**src/rtl/cga_text_fetch.sv**
```systemverilog
// CGA text-mode fetch and serialiser.
// Fetches the character/attribute pair for each cell from VRAM, then the glyph
// row from the font ROM, and shifts out 8 IRGB pixels per cell. The next cell
// is prefetched while the current one is on screen.
// Ports:
//   clk, reset_n                 clock, async active-low reset
//   pixel_en                     pixel clock enable (never on consecutive clks)
//   line_start, start_addr       scanline start pulse and first VRAM address
//   row_addr                     glyph scanline within the character row
//   display_enable               active display area
//   blink_en, blink_phase        attr[7] blink vs. intensity, blink timer
//   pixel_addr/read/data         VRAM read port (data valid 1 clk later)
//   font_addr/font_data          font ROM port (data valid 1 clk later)
//   pix_color                    registered IRGB pixel
//   underrun                     sticky: a cell load found no prefetched data
module cga_text_fetch #(
   parameter int unsigned FONT_ROWS = 8
) (
   input  logic                            clk,
   input  logic                            reset_n,
   input  logic                            pixel_en,
   input  logic                            line_start,
   input  logic [13:0]                     start_addr,
   input  logic [$clog2(FONT_ROWS)-1:0]    row_addr,
   input  logic                            display_enable,
   input  logic                            blink_en,
   input  logic                            blink_phase,
   output logic [18:0]                     pixel_addr,
   output logic                            pixel_read,
   input  logic [7:0]                      pixel_data,
   output logic [7+$clog2(FONT_ROWS):0]    font_addr,
   input  logic [7:0]                      font_data,
   output logic [3:0]                      pix_color,
   output logic                            underrun
);

   localparam int unsigned ADDR_W  = 14;
   localparam int unsigned VADDR_W = 19;
   localparam int unsigned ROW_W   = $clog2(FONT_ROWS);
   localparam int unsigned FONT_W  = 8 + ROW_W;
   localparam int unsigned CNT_W   = 3;

   localparam logic [2:0] IDLE   = 3'd0;
   localparam logic [2:0] F_CHAR = 3'd1;
   localparam logic [2:0] F_ATTR = 3'd2;
   localparam logic [2:0] F_FONT = 3'd3;
   localparam logic [2:0] F_CAP  = 3'd4;
   localparam logic [2:0] READY  = 3'd5;

   logic [2:0]        state, state_nxt;
   logic [ADDR_W-1:0] fetch_addr;
   logic [7:0]        char_reg, attr_reg;
   logic [7:0]        pre_bits, pre_attr;
   logic [7:0]        shifter, cell_attr;
   logic [CNT_W-1:0]  bit_cnt;
   logic              shifter_valid;
   logic              load_c;

   // Colour of one pixel given its glyph bit and the cell attribute.
   function automatic logic [3:0] cell_colour(input logic px, input logic [7:0] attr,
                                              input logic ben, input logic bph);
      logic [3:0] bg;
      bg = ben ? {1'b0, attr[6:4]} : attr[7:4];
      if (ben && attr[7] && bph) return bg;
      return px ? attr[3:0] : bg;
   endfunction

   // A prefetched cell is consumed at the start of each displayed character.
   assign load_c = pixel_en && display_enable && !line_start &&
                   (bit_cnt == '0) && (state == READY);

   // Fetch FSM state register.
   always_ff @(posedge clk or negedge reset_n) begin
      if (!reset_n) state <= IDLE;
      else          state <= state_nxt;
   end

   // Next state and memory-port decode.
   always_comb begin
      state_nxt  = state;
      pixel_addr = '0;
      pixel_read = 1'b0;
      font_addr  = '0;
      case (state)
         F_CHAR: begin
            pixel_addr = VADDR_W'(fetch_addr);
            pixel_read = 1'b1;
            state_nxt  = F_ATTR;
         end
         F_ATTR: begin
            pixel_addr = VADDR_W'(fetch_addr + ADDR_W'(1));
            pixel_read = 1'b1;
            state_nxt  = F_FONT;
         end
         F_FONT: begin
            font_addr = FONT_W'({char_reg, row_addr});
            state_nxt = F_CAP;
         end
         F_CAP: begin
            font_addr = FONT_W'({char_reg, row_addr});
            state_nxt = READY;
         end
         READY:   if (load_c) state_nxt = F_CHAR;
         default: state_nxt = state;
      endcase
      if (line_start) state_nxt = F_CHAR;
   end

   // Fetch captures, shifter and pixel output.
   always_ff @(posedge clk or negedge reset_n) begin
      if (!reset_n) begin
         fetch_addr    <= '0;
         char_reg      <= '0;
         attr_reg      <= '0;
         pre_bits      <= '0;
         pre_attr      <= '0;
         shifter       <= '0;
         cell_attr     <= '0;
         bit_cnt       <= '0;
         shifter_valid <= 1'b0;
         pix_color     <= '0;
         underrun      <= 1'b0;
      end else begin
         if (state == F_ATTR) char_reg <= pixel_data;
         if (state == F_FONT) attr_reg <= pixel_data;
         if (state == F_CAP) begin
            pre_bits <= font_data;
            pre_attr <= attr_reg;
         end

         if (line_start) begin
            fetch_addr    <= start_addr;
            bit_cnt       <= '0;
            shifter_valid <= 1'b0;
            if (pixel_en) pix_color <= '0;
         end else if (pixel_en) begin
            if (!display_enable) begin
               pix_color <= '0;
            end else if (bit_cnt == '0) begin
               if (state == READY) begin
                  shifter       <= {pre_bits[6:0], 1'b0};
                  cell_attr     <= pre_attr;
                  shifter_valid <= 1'b1;
                  pix_color     <= cell_colour(pre_bits[7], pre_attr, blink_en, blink_phase);
                  bit_cnt       <= CNT_W'(1);
                  fetch_addr    <= fetch_addr + ADDR_W'(2);
               end else begin
                  // No data ready; an idle block (no line yet) is not an underrun.
                  pix_color <= '0;
                  if (state != IDLE) underrun <= 1'b1;
               end
            end else begin
               pix_color <= shifter_valid ?
                            cell_colour(shifter[7], cell_attr, blink_en, blink_phase) : 4'd0;
               shifter   <= {shifter[6:0], 1'b0};
               bit_cnt   <= bit_cnt + CNT_W'(1);
            end
         end
      end
   end

endmodule

```
**config.mk**
```make
export PLATFORM = sky130hd
export DESIGN_NAME = cga_text_fetch
export DESIGN_NICKNAME = d
export VERILOG_FILES = /design/src/rtl/cga_text_fetch.sv
export SDC_FILE = /design/constraint.sdc
export NUM_CORES = 1
export LEC_CHECK = 0
export CAP_MARGIN = 20
export CORE_ASPECT_RATIO = 0.7
export CORE_UTILIZATION = 45
export DETAILED_ROUTE_END_ITERATION = 16
export PLACE_DENSITY = 0.83
export SYNTH_ARGS = -nofsm -noshare
export SYNTH_HDL_FRONTEND = slang
export SYNTH_SLANG_ARGS = --single-unit
```
**constraint.sdc**
```tcl
create_clock -name clk -period 2.3 [get_ports clk]
set_clock_uncertainty 0.15 [all_clocks]
set_input_delay 0.69 -clock clk [delete_from_list [all_inputs] [get_ports clk]]
set_output_delay 0.69 -clock clk [all_outputs]
set_load 0.01 [all_outputs]
```
==> results.sh, run 1 <==
export IMPL_status="finished, violations left"
export IMPL_violations="negative setup slack"
export IMPL_grt_pass1_vias=3614
export IMPL_synthCells=408
export IMPL_final_fill_count=652
export IMPL_syn_to_final_growth_pct=44.9
export IMPL_tightest_slew_ps=700
export IMPL_dp_hpwl_mm=7.78
export IMPL_multiInputGateArea_um2=2180
export IMPL_vias=3707
export IMPL_setup_ws_ps=-469
export IMPL_ys_warn_count=0
export IMPL_start_util=0.469
export IMPL_drive_gt1_frac=0.364
export IMPL_p_leak_nw=2.64
export IMPL_nets=592
export IMPL_root_buffer="clkbuf_16"
export IMPL_setup_viol=27
export IMPL_synthArstFlopShare=1.00
export IMPL_grt_usage=0.253
export IMPL_drc_errors=0
export IMPL_wl_per_cell_um=17.3
export IMPL_grt_overflow=0
export IMPL_crit_arrival_ps=1930
export IMPL_gr_usage_met3=0.0597
export IMPL_grt_max_degree=61
export IMPL_drt_initial_drc_count=274
export IMPL_drv_cap=0
export IMPL_path_cells="or3b_4 > buf_4 > or3_4 > o21ai_2 > buf_2"
export IMPL_crit_family="simple AND/OR/NAND/NOR gates"
export IMPL_syn_area_um2=4010
export IMPL_path_max_fanout=4
export IMPL_synth_edf_count=0
export IMPL_clock_fmax_ghz=0.361
export IMPL_grt_busiest_layer="met2"
export IMPL_die_area_um2=9290
export IMPL_worst_setup_path_start_kind="register"
export IMPL_die_h_um=80.9
export IMPL_largest_register_ffs=14
export IMPL_core_area_um2=8550
export IMPL_required_ps=1460
export IMPL_p_per_area_nw_per_um2=798
export IMPL_timing_critical_path_buf_inv=2
export IMPL_antenna_found_initial=0
export IMPL_viasPerCell=5.52
export IMPL_rsz0062_at_grt="yes"
export IMPL_cts_buffers=9
export IMPL_yosysSeqAreaShare=0.456
export IMPL_fin_crit_sh=1.20
export IMPL_htree_num_levels=3
export IMPL_portBuffers=71
export IMPL_max_slew_margin_rel=0.533
export IMPL_endpoint_kind="output port"
export IMPL_final_antenna_net_count=0
export IMPL_hold_viol=0
export IMPL_met1_usage=0.337
export IMPL_clk_pin_slew_worst_paths_ps=60
export IMPL_synth_cell_types=57
export IMPL_hold_slack_ps=103
export IMPL_syn_avg_cell_area_um2=9.82
export IMPL_finalMaxSlewViolations=0
export IMPL_max_vdd_ir_drop_mv=0.419
export IMPL_hold_path_class="in -> async"
export IMPL_cts_tree="built"
export IMPL_cts_sinks=73
export IMPL_clock_latency_ps=340
export IMPL_fp_dieW_um=115
export IMPL_gp_congestion=0.841
export IMPL_clock_path_buffers=2
export IMPL_dr_pass1_iters=4
export IMPL_regArea_um2=1830
export IMPL_io_pins=76
export IMPL_grt_use_met2=0.397
export IMPL_diodes=0
export IMPL_grt_pass1_wl_mm=17.7
export IMPL_cpPeakStageDelay_ps=460
export IMPL_crit_type="reg -> out"
export IMPL_regMostFlops="fetch_addr"
export IMPL_min_period_ps=2770
export IMPL_synth_ff_type="dfrtp_1"
export IMPL_crit_path_top_delay_cell="or3b_4"
export IMPL_num_rows=28
export IMPL_synth_seq_cells=73
export IMPL_power_total_mw=4.63
export IMPL_wl_mm=11.6
[per-stage QoR]
step / instance area [µm²] / util / cells / setup TNS [ps] / setup WS [ps]
floorplan: 4090 / - / 411 / -124 / -44.0
global placement: 5300 / 0.620 / 640 / -14000 / -530
detailed placement: 5300 / 0.620 / 640 / -15600 / -529
CTS: 5660 / 0.662 / 662 / -8070 / -424
global route: 5800 / 0.679 / 672 / -9490 / -513
finish: 5800 / 0.679 / 672 / -7810 / -469
[routing by layer]
layer	wire length, µm	vias to the layer above	share of wire
li1	-	1736	-
met1	5280	1799	0.45
met2	5340	142	0.46
met3	668	30	0.057
met4	341	0	0.029
met5	0	-	0
[repair_timing]
item	CTS	global route
pin swaps	11	10
gates resized for setup	104	54
buffers inserted	6	8
cloned	0	2
hold buffers	0	0
setup endpoints to repair	27	36
[placed cells by master, fill, tap and decap left out, types with 6 or more instances in the layout]
| cell | Yosys | routed |
|---|---|---|
| dfrtp_1 | 73 | 70 |
| buf_4 | 9 | 68 |
| nand2_1 | 60 | 58 |
| clkdlybuf4s50_1 | 0 | 41 |
| mux2_2 | 33 | 33 |
| buf_2 | 9 | 25 |
| o21ai_0 | 34 | 22 |
| nor2_1 | 17 | 16 |
| nand3_1 | 15 | 12 |
| a21oi_1 | 13 | 12 |
| o21ai_1 | 0 | 11 |
| buf_6 | 1 | 11 |
| inv_1 | 11 | 10 |
| and2_1 | 12 | 10 |
| clkbuf_16 | 0 | 10 |
| nand2b_1 | 7 | 7 |
| a31oi_1 | 9 | 7 |
| mux2i_1 | 7 | 7 |
| nand4_1 | 6 | 6 |
[worst paths after layout]
path	from	endpoint	slack, ps	cells past startpoint
min in group clk	char_reg[5]$_DFFE_PN0N_	char_reg[5]$_DFFE_PN0N_	320	2
max reg2reg	bit_cnt[0]$_DFFE_PN0P_	shifter[7]$_DFFE_PN0P_	200	7
max in group asynchronous	reset_n	fetch_addr[2]$_DFFE_PN0P_	1260	2
max	state[2]$_DFFE_PN0P_	pixel_addr[10]	-470	5
min	reset_n	pre_bits[5]$_DFFE_PN0N_	100	1
min reg2reg	char_reg[5]$_DFFE_PN0N_	char_reg[5]$_DFFE_PN0N_	320	2
[layout make-up]
cell class,count,area share
tap,120,0.0259
multi-input combinational,300,0.376
sequential,73,0.315
inverter,11,0.00712
timing repair buffer,152,0.224
clock inverter,7,0.0132
clock buffer,9,0.0388
[power by group]
part           internal, mW  switching [mW]
logic                 0.721           0.622
clock network         0.847           0.573
registers              1.62           0.244
[synth_stat cells, types with 2 or more instances]
cell type | instances | area, µm²
nor3_2 | 2 | 20.0
buf_2 | 9 | 45.0
nand4_1 | 6 | 37.5
mux2_2 | 33 | 372
nor2_1 | 17 | 63.8
clkbuf_1 | 7 | 26.3
a41oi_1 | 2 | 17.5
nand2_1 | 60 | 225
o21ai_0 | 34 | 170
a31oi_1 | 9 | 56.3
ha_1 | 5 | 62.6
o31a_1 | 4 | 35.0
clkbuf_2 | 2 | 10.0
nand3_1 | 15 | 75.1
dfrtp_1 | 73 | 1830
a21oi_1 | 13 | 65.1
nor3b_1 | 4 | 30.0
o221ai_1 | 3 | 26.3
nand2b_1 | 7 | 43.8
or3_1 | 4 | 25.0
buf_4 | 9 | 67.6
nor3_1 | 4 | 20.0
a21boi_0 | 4 | 30.0
and4_1 | 2 | 17.5
xor2_1 | 3 | 26.3
and3_1 | 6 | 37.5
inv_1 | 11 | 41.3
mux2i_1 | 7 | 70.1
o31ai_1 | 3 | 22.5
nor2b_1 | 5 | 31.3
nor4_1 | 4 | 25.0
and2_1 | 12 | 75.1
xnor2_1 | 5 | 43.8
[cell families (layout without fill, tap and decap cells)]
kind of cell	Yosys count	after routing	synth area share
other	1	4	0.000936
and+or+nand+nor	160	161	0.220
muxes	40	40	0.110
DFF	73	73	0.456
AOI/OAI and AO/OA	82	82	0.130
buffers and inverters	39	179	0.0503
xor gates and xnor gates	8	8	0.0175
adders and majority gates	5	5	0.0156
(Power assumes the default switching activity.)
==> run 2: changes to the inputs <==
CTS_CLUSTER_SIZE = 8   (was unset)
==> results of run 2 <==
Final layout, timing and power as in run 1 (identical DEF).
==> RTL edit 1, RTL diff (flow settings as in run 1) <==
Reset style: synchronous (`reset_n`), changed in 2 clocked blocks. Comments in the files are not updated.
--- a/src/rtl/cga_text_fetch.sv
+++ b/src/rtl/cga_text_fetch.sv
@@ -72,3 +72,3 @@
    // Fetch FSM state register.
-   always_ff @(posedge clk or negedge reset_n) begin
+   always_ff @(posedge clk) begin
       if (!reset_n) state <= IDLE;
@@ -109,3 +109,3 @@
    // Fetch captures, shifter and pixel output.
-   always_ff @(posedge clk or negedge reset_n) begin
+   always_ff @(posedge clk) begin
       if (!reset_n) begin
Function: differs if reset_n is asserted again (counterexample within 4 cycles, from zero or initial values and one cycle with reset_n low); with reset_n held inactive, the same outputs for 4 cycles.
==> RTL edit 1 against run 1 <==
- the flow still finishes with violations (setup timing)
- area after synthesis shrank 6.9%
- routed wire length grew 27%
- sequential cell count is the same
- design area grew 0.39%
- register-to-register slack lost 50 ps
- worst setup slack lost 79 ps
- count of clock-buffer cells in the layout is the same
Power is not compared: it rests on default switching activity, and its combinational part moved more than twofold at a synthesized area within 25%.
==> RTL edit 1: results (changes against run 1) <==
[status]
status=finished, violations left
violations=setup timing

[synthesis]
synth_compound_area_share_pct=22.2  ; +9.3 points
synth-xor-area-share_pct=1.64  ; -0.11 points
synth_mux_area_share_pct=3.49  ; -7.5 points
synthAdderAreaFrac_pct=1.68  ; +0.12 points
async_flop_share_pct=0  ; -100 points
synthDistinctLibCells=58  ; +1.8%
synth_top_cells_by_count=98 x nand2_1, 73 x dfxtp_1, 51 x a21oi_1
seq_area_frac_synth_pct=39.2  ; -6.4 points
ys_top_cells_by_area=dfxtp_1 39%, nand2_1 9.9%, a21oi_1 6.8%

[global_routing]
grt_first_pass_wirelength_mm=20.6  ; +16%
grt_pass1_vias=4124  ; +14%
grt_max_degree=33  ; -46%

[timing]
setup_ws_ps=-548  ; -79.2 ps
tns_ps=-7400  ; +413 ps
setup-violations-final=27  ; unchanged
slew_headroom_pct=56.8  ; +3.6 points

[drt]
drt_iter0_drc=428  ; +56%
via_per_inst=6.34  ; +15%

[setup_path]
worstRegToRegCells=8  ; +1
crit-reg2reg-launch=state[1]
r2r_slack_ps=150  ; -50 ps

[cells_and_area]
final_nets=668  ; +13%
fillers=492  ; -25%
drive_above_1_share_pct=35.0  ; -1.4 points

[place]
place_congestion=0.896  ; +6.6%
place_area_um2=4920  ; -7.1%

-- RTL edit 1: worst max-delay path by stage --
stage | slack [ps] | cells after the start | end
after floorplan | -40 | 5 | pixel_addr[13]
after CTS | -500 | 6 | pixel_addr[13]
after global routing | -610 | 6 | pixel_addr[13]
final | -550 | 6 | pixel_addr[13]
after detailed placement | -520 | 4 | pixel_addr[11]
after global placement | -480 | 4 | pixel_addr[11]
-- RTL edit 1: metrics by stage --
step	setup slack (ps)	hold WS, ps	std cells
after floorplan	-37.9	282	475
after global placement	-483	291	675
after detailed placement	-523	298	675
after CTS	-500	306	721
after global routing	-605	327	729
final	-548	307	729
-- RTL edit 1: per-layer routing --
metal / GRT usage [%] / share of wire [%]
met1: 37.1 / 38
met5: 0 / 0
met2: 51.3 / 45
met3: 6.41 / 11
met4: 11.9 / 5.5
-- RTL edit 1: area by class of cell --
class | instances | area [µm²] | share of cell area [%]
clock inverters | 7 | 62.6 | 1.07
flip-flops and latches | 73 | 1490 | 25.5
inverters | 8 | 32.5 | 0.558
well taps | 101 | 126 | 2.17
clock buffers | 9 | 225 | 3.87
repair buffers | 174 | 1530 | 26.2
multi-input cells | 357 | 2370 | 40.6
-- RTL edit 1: kinds of logic (layout without fill, tap and decap cells) --
group	after synthesis	in the layout
buffers and inverters	46	198
muxes	13	13
other	1	4
xor gates and xnor gates	7	7
DFF	73	73
and+or+nand+nor	190	191
adders and majority gates	5	5
AOI/OAI and AO/OA	137	137
-- RTL edit 1: timing repair --
action | CTS | global route
setup buffers | 30 | 12
pin swaps | 13 | 17
gates cloned | 2 | 0
setup endpoints to repair | 27 | 27
resized for setup | 198 | 46
-- RTL edit 1: critical path, stage by stage, from the launching register on --
cell	delay, ps
dfxtp_4	380
ha_4	170
nand3_4	70
or4_4	430
o211a_1	220
a211o_1	250
buf_2	150
-- RTL edit 1: power by group through the flow --
| stage | Clock, W | Combinational (W) | Sequential, W |
|---|---|---|---|
| 2_1_floorplan | 0 | 0.000149 | 0.00134 |
| 3_3_place_gp | 0 | 0.000334 | 0.00134 |
| 3_5_place_dp | 0 | 0.000340 | 0.00134 |
| 4_1_cts | 0.00134 | 0.000394 | 0.00132 |
| 5_1_grt | 0.00141 | 0.000469 | 0.00132 |
| 6_report | 0.00134 | 0.000449 | 0.00132 |
==> RTL edit 2, RTL diff (config.mk and constraints of run 1) <==
Made on the original files. The parameter `FONT_ROWS` goes from 8 to 4.
--- a/src/rtl/cga_text_fetch.sv
+++ b/src/rtl/cga_text_fetch.sv
@@ -16,3 +16,3 @@
 module cga_text_fetch #(
-   parameter int unsigned FONT_ROWS = 8
+   parameter int unsigned FONT_ROWS = 4
 ) (
Ports: changed (resized font_addr and row_addr); port bits go from 76 to 74. The function was not compared with the original's and may differ.
==> RTL edit 2 against run 1 <==
- the flow still finishes with violations (setup timing)
- routed wire length is 4.3% lower
- area after synthesis is 1.3% lower
- sequential cell count stayed put
- largest power group unchanged
- sequential share of layout area is 0.11 points lower
- design area is 0.15% higher
- largest cell class unchanged
- cell count is 0.74% lower
- total power is 3.1% lower
- critical path type unchanged
- non-clock buffer count is 4 higher
- worst setup slack better by 38 ps
==> RTL edit 2: results (changes against run 1) <==
[place]
place_congestion=0.888  ; +5.6%
port_buffers=69  ; -2.8%
place_area_um2=5150  ; -2.8%
dp.cells=625  ; -2.3%
place_ws_ps=-506  ; +23.0 ps

[power_and_ir_drop]
p_comb_share_pct=27.9  ; -1.1 points
p_clk_share_pct=30.6  ; about the same
seq_cell_power_w=0.00186
vdd_drop_max_v=0.000446  ; +6.3%
switching_power_w=0.00134  ; -6.5%
p_leak_nw=2.59  ; -1.8%

[synthesis]
synth_mux_area_share_pct=10.4  ; -0.64 points
synth_top_cells_by_count=73 x dfrtp_1, 58 x nand2_1, 31 x o21ai_0
synth-xor-area-share_pct=2.22  ; +0.47 points
synth.avg_cell_area_um2=9.93  ; +1.2%
synthDistinctLibCells=61  ; +7.0%
synth_compound_area_share_pct=14.0  ; +1.0 points
seq_area_frac_synth_pct=46.2  ; +0.61 points
synthAdderAreaFrac_pct=1.58  ; +0.021 points

[cells_and_area]
fin_area_um2=5810  ; +0.15%
fillers=644  ; -1.2%
drive_above_1_share_pct=39.5  ; +3.1 points
final_nets=586  ; -1.0%

[global_routing]
grt_max_degree=29  ; -52%
grt_usage_pct=25.0  ; -0.31 points
use_met1_pct=34.2  ; +0.52 points
met2_usage_pct=38.9  ; -0.79 points
grt_pass1_vias=3492  ; -3.4%
grt_first_pass_wirelength_mm=17.4  ; -1.7%

[timing]
tns_ps=-8290  ; -475 ps
setup_ws_ps=-431  ; +38.0 ps
setup-violations-final=26  ; -3.7%
tightest_slew_ps=591  ; -109 ps

[setup_path]
crit_path_top_delay_cell=dfrtp_1
arrival_ps=1890  ; -40 ps

[status]
status=finished, violations left
violations=setup timing

[drt]
wl_met3_um=834  ; +25%
via_count=3586  ; -3.3%
m1WireLength_mm=5.03  ; -4.7%
drt_iter0_drc=282  ; +2.9%
routed_wl_mm=11.1  ; -4.3%
route.met2.wl_mm=5.10  ; -4.6%

==> RTL edit 2: cell count changes in the layout (fill, tap and decap cells not counted), sizes merged, moves of 3 or more <==
cell,delta
buf,+6
nand3,-5
a21oi,-4
xnor2,+4
nor2b,-3
==> RTL edit 2: cells by family after synthesis <==
| group | count (synthesis) |
|---|---|
| flops | 73 |
| mux | 37 |
| simple gates | 146 |
| fa+ha+maj | 5 |
| compound gates | 85 |
| xor+xnor | 10 |
| buf+inv | 41 |
| other cells | 1 |
==> RTL edit 2: worst paths after layout <==
| path | cells after the start | end | startpoint | slack [ps] |
|---|---|---|---|---|
| setup reg to reg | 9 | fetch_addr[12] | state[0] | 80 |
| hold / removal | 1 | fetch_addr[8] | reset_n | 200 |
| min in group clk | 1 | underrun | underrun | 330 |
| max in group asynchronous | 2 | shifter_valid | reset_n | 1260 |
| setup / recovery | 6 | pixel_addr[13] | fetch_addr[1] | -430 |
| hold reg to reg | 1 | underrun | underrun | 330 |
==> RTL edit 2: worst register-to-register path, cell delays in order (launching register included) <==
cell,delay [ps]
dfrtp_1,430
buf_6,130
buf_6,110
buf_4,130
nand3b_1,100
buf_4,200
nor4_4,260
buf_4,200
a31oi_1,100
o31a_1,290
==> RTL edit 2: final cells by class <==
type	instances	share of cell area, %
Sequential cell	73	31.4
Inverter	14	0.904
Timing Repair Buffer	156	23.5
Clock buffer	11	4.00
Clock inverter	5	0.969
Multi-Input combinational cell	288	36.6
Tap cell	120	2.58
==> RTL edit 2: what timing repair did <==
action                     in CTS  in global routing
setup endpoints to repair      26                 31
gates resized for setup       166                 28
gates cloned                    1                  0
pin swaps                      27                 17
setup buffers                  20                  8
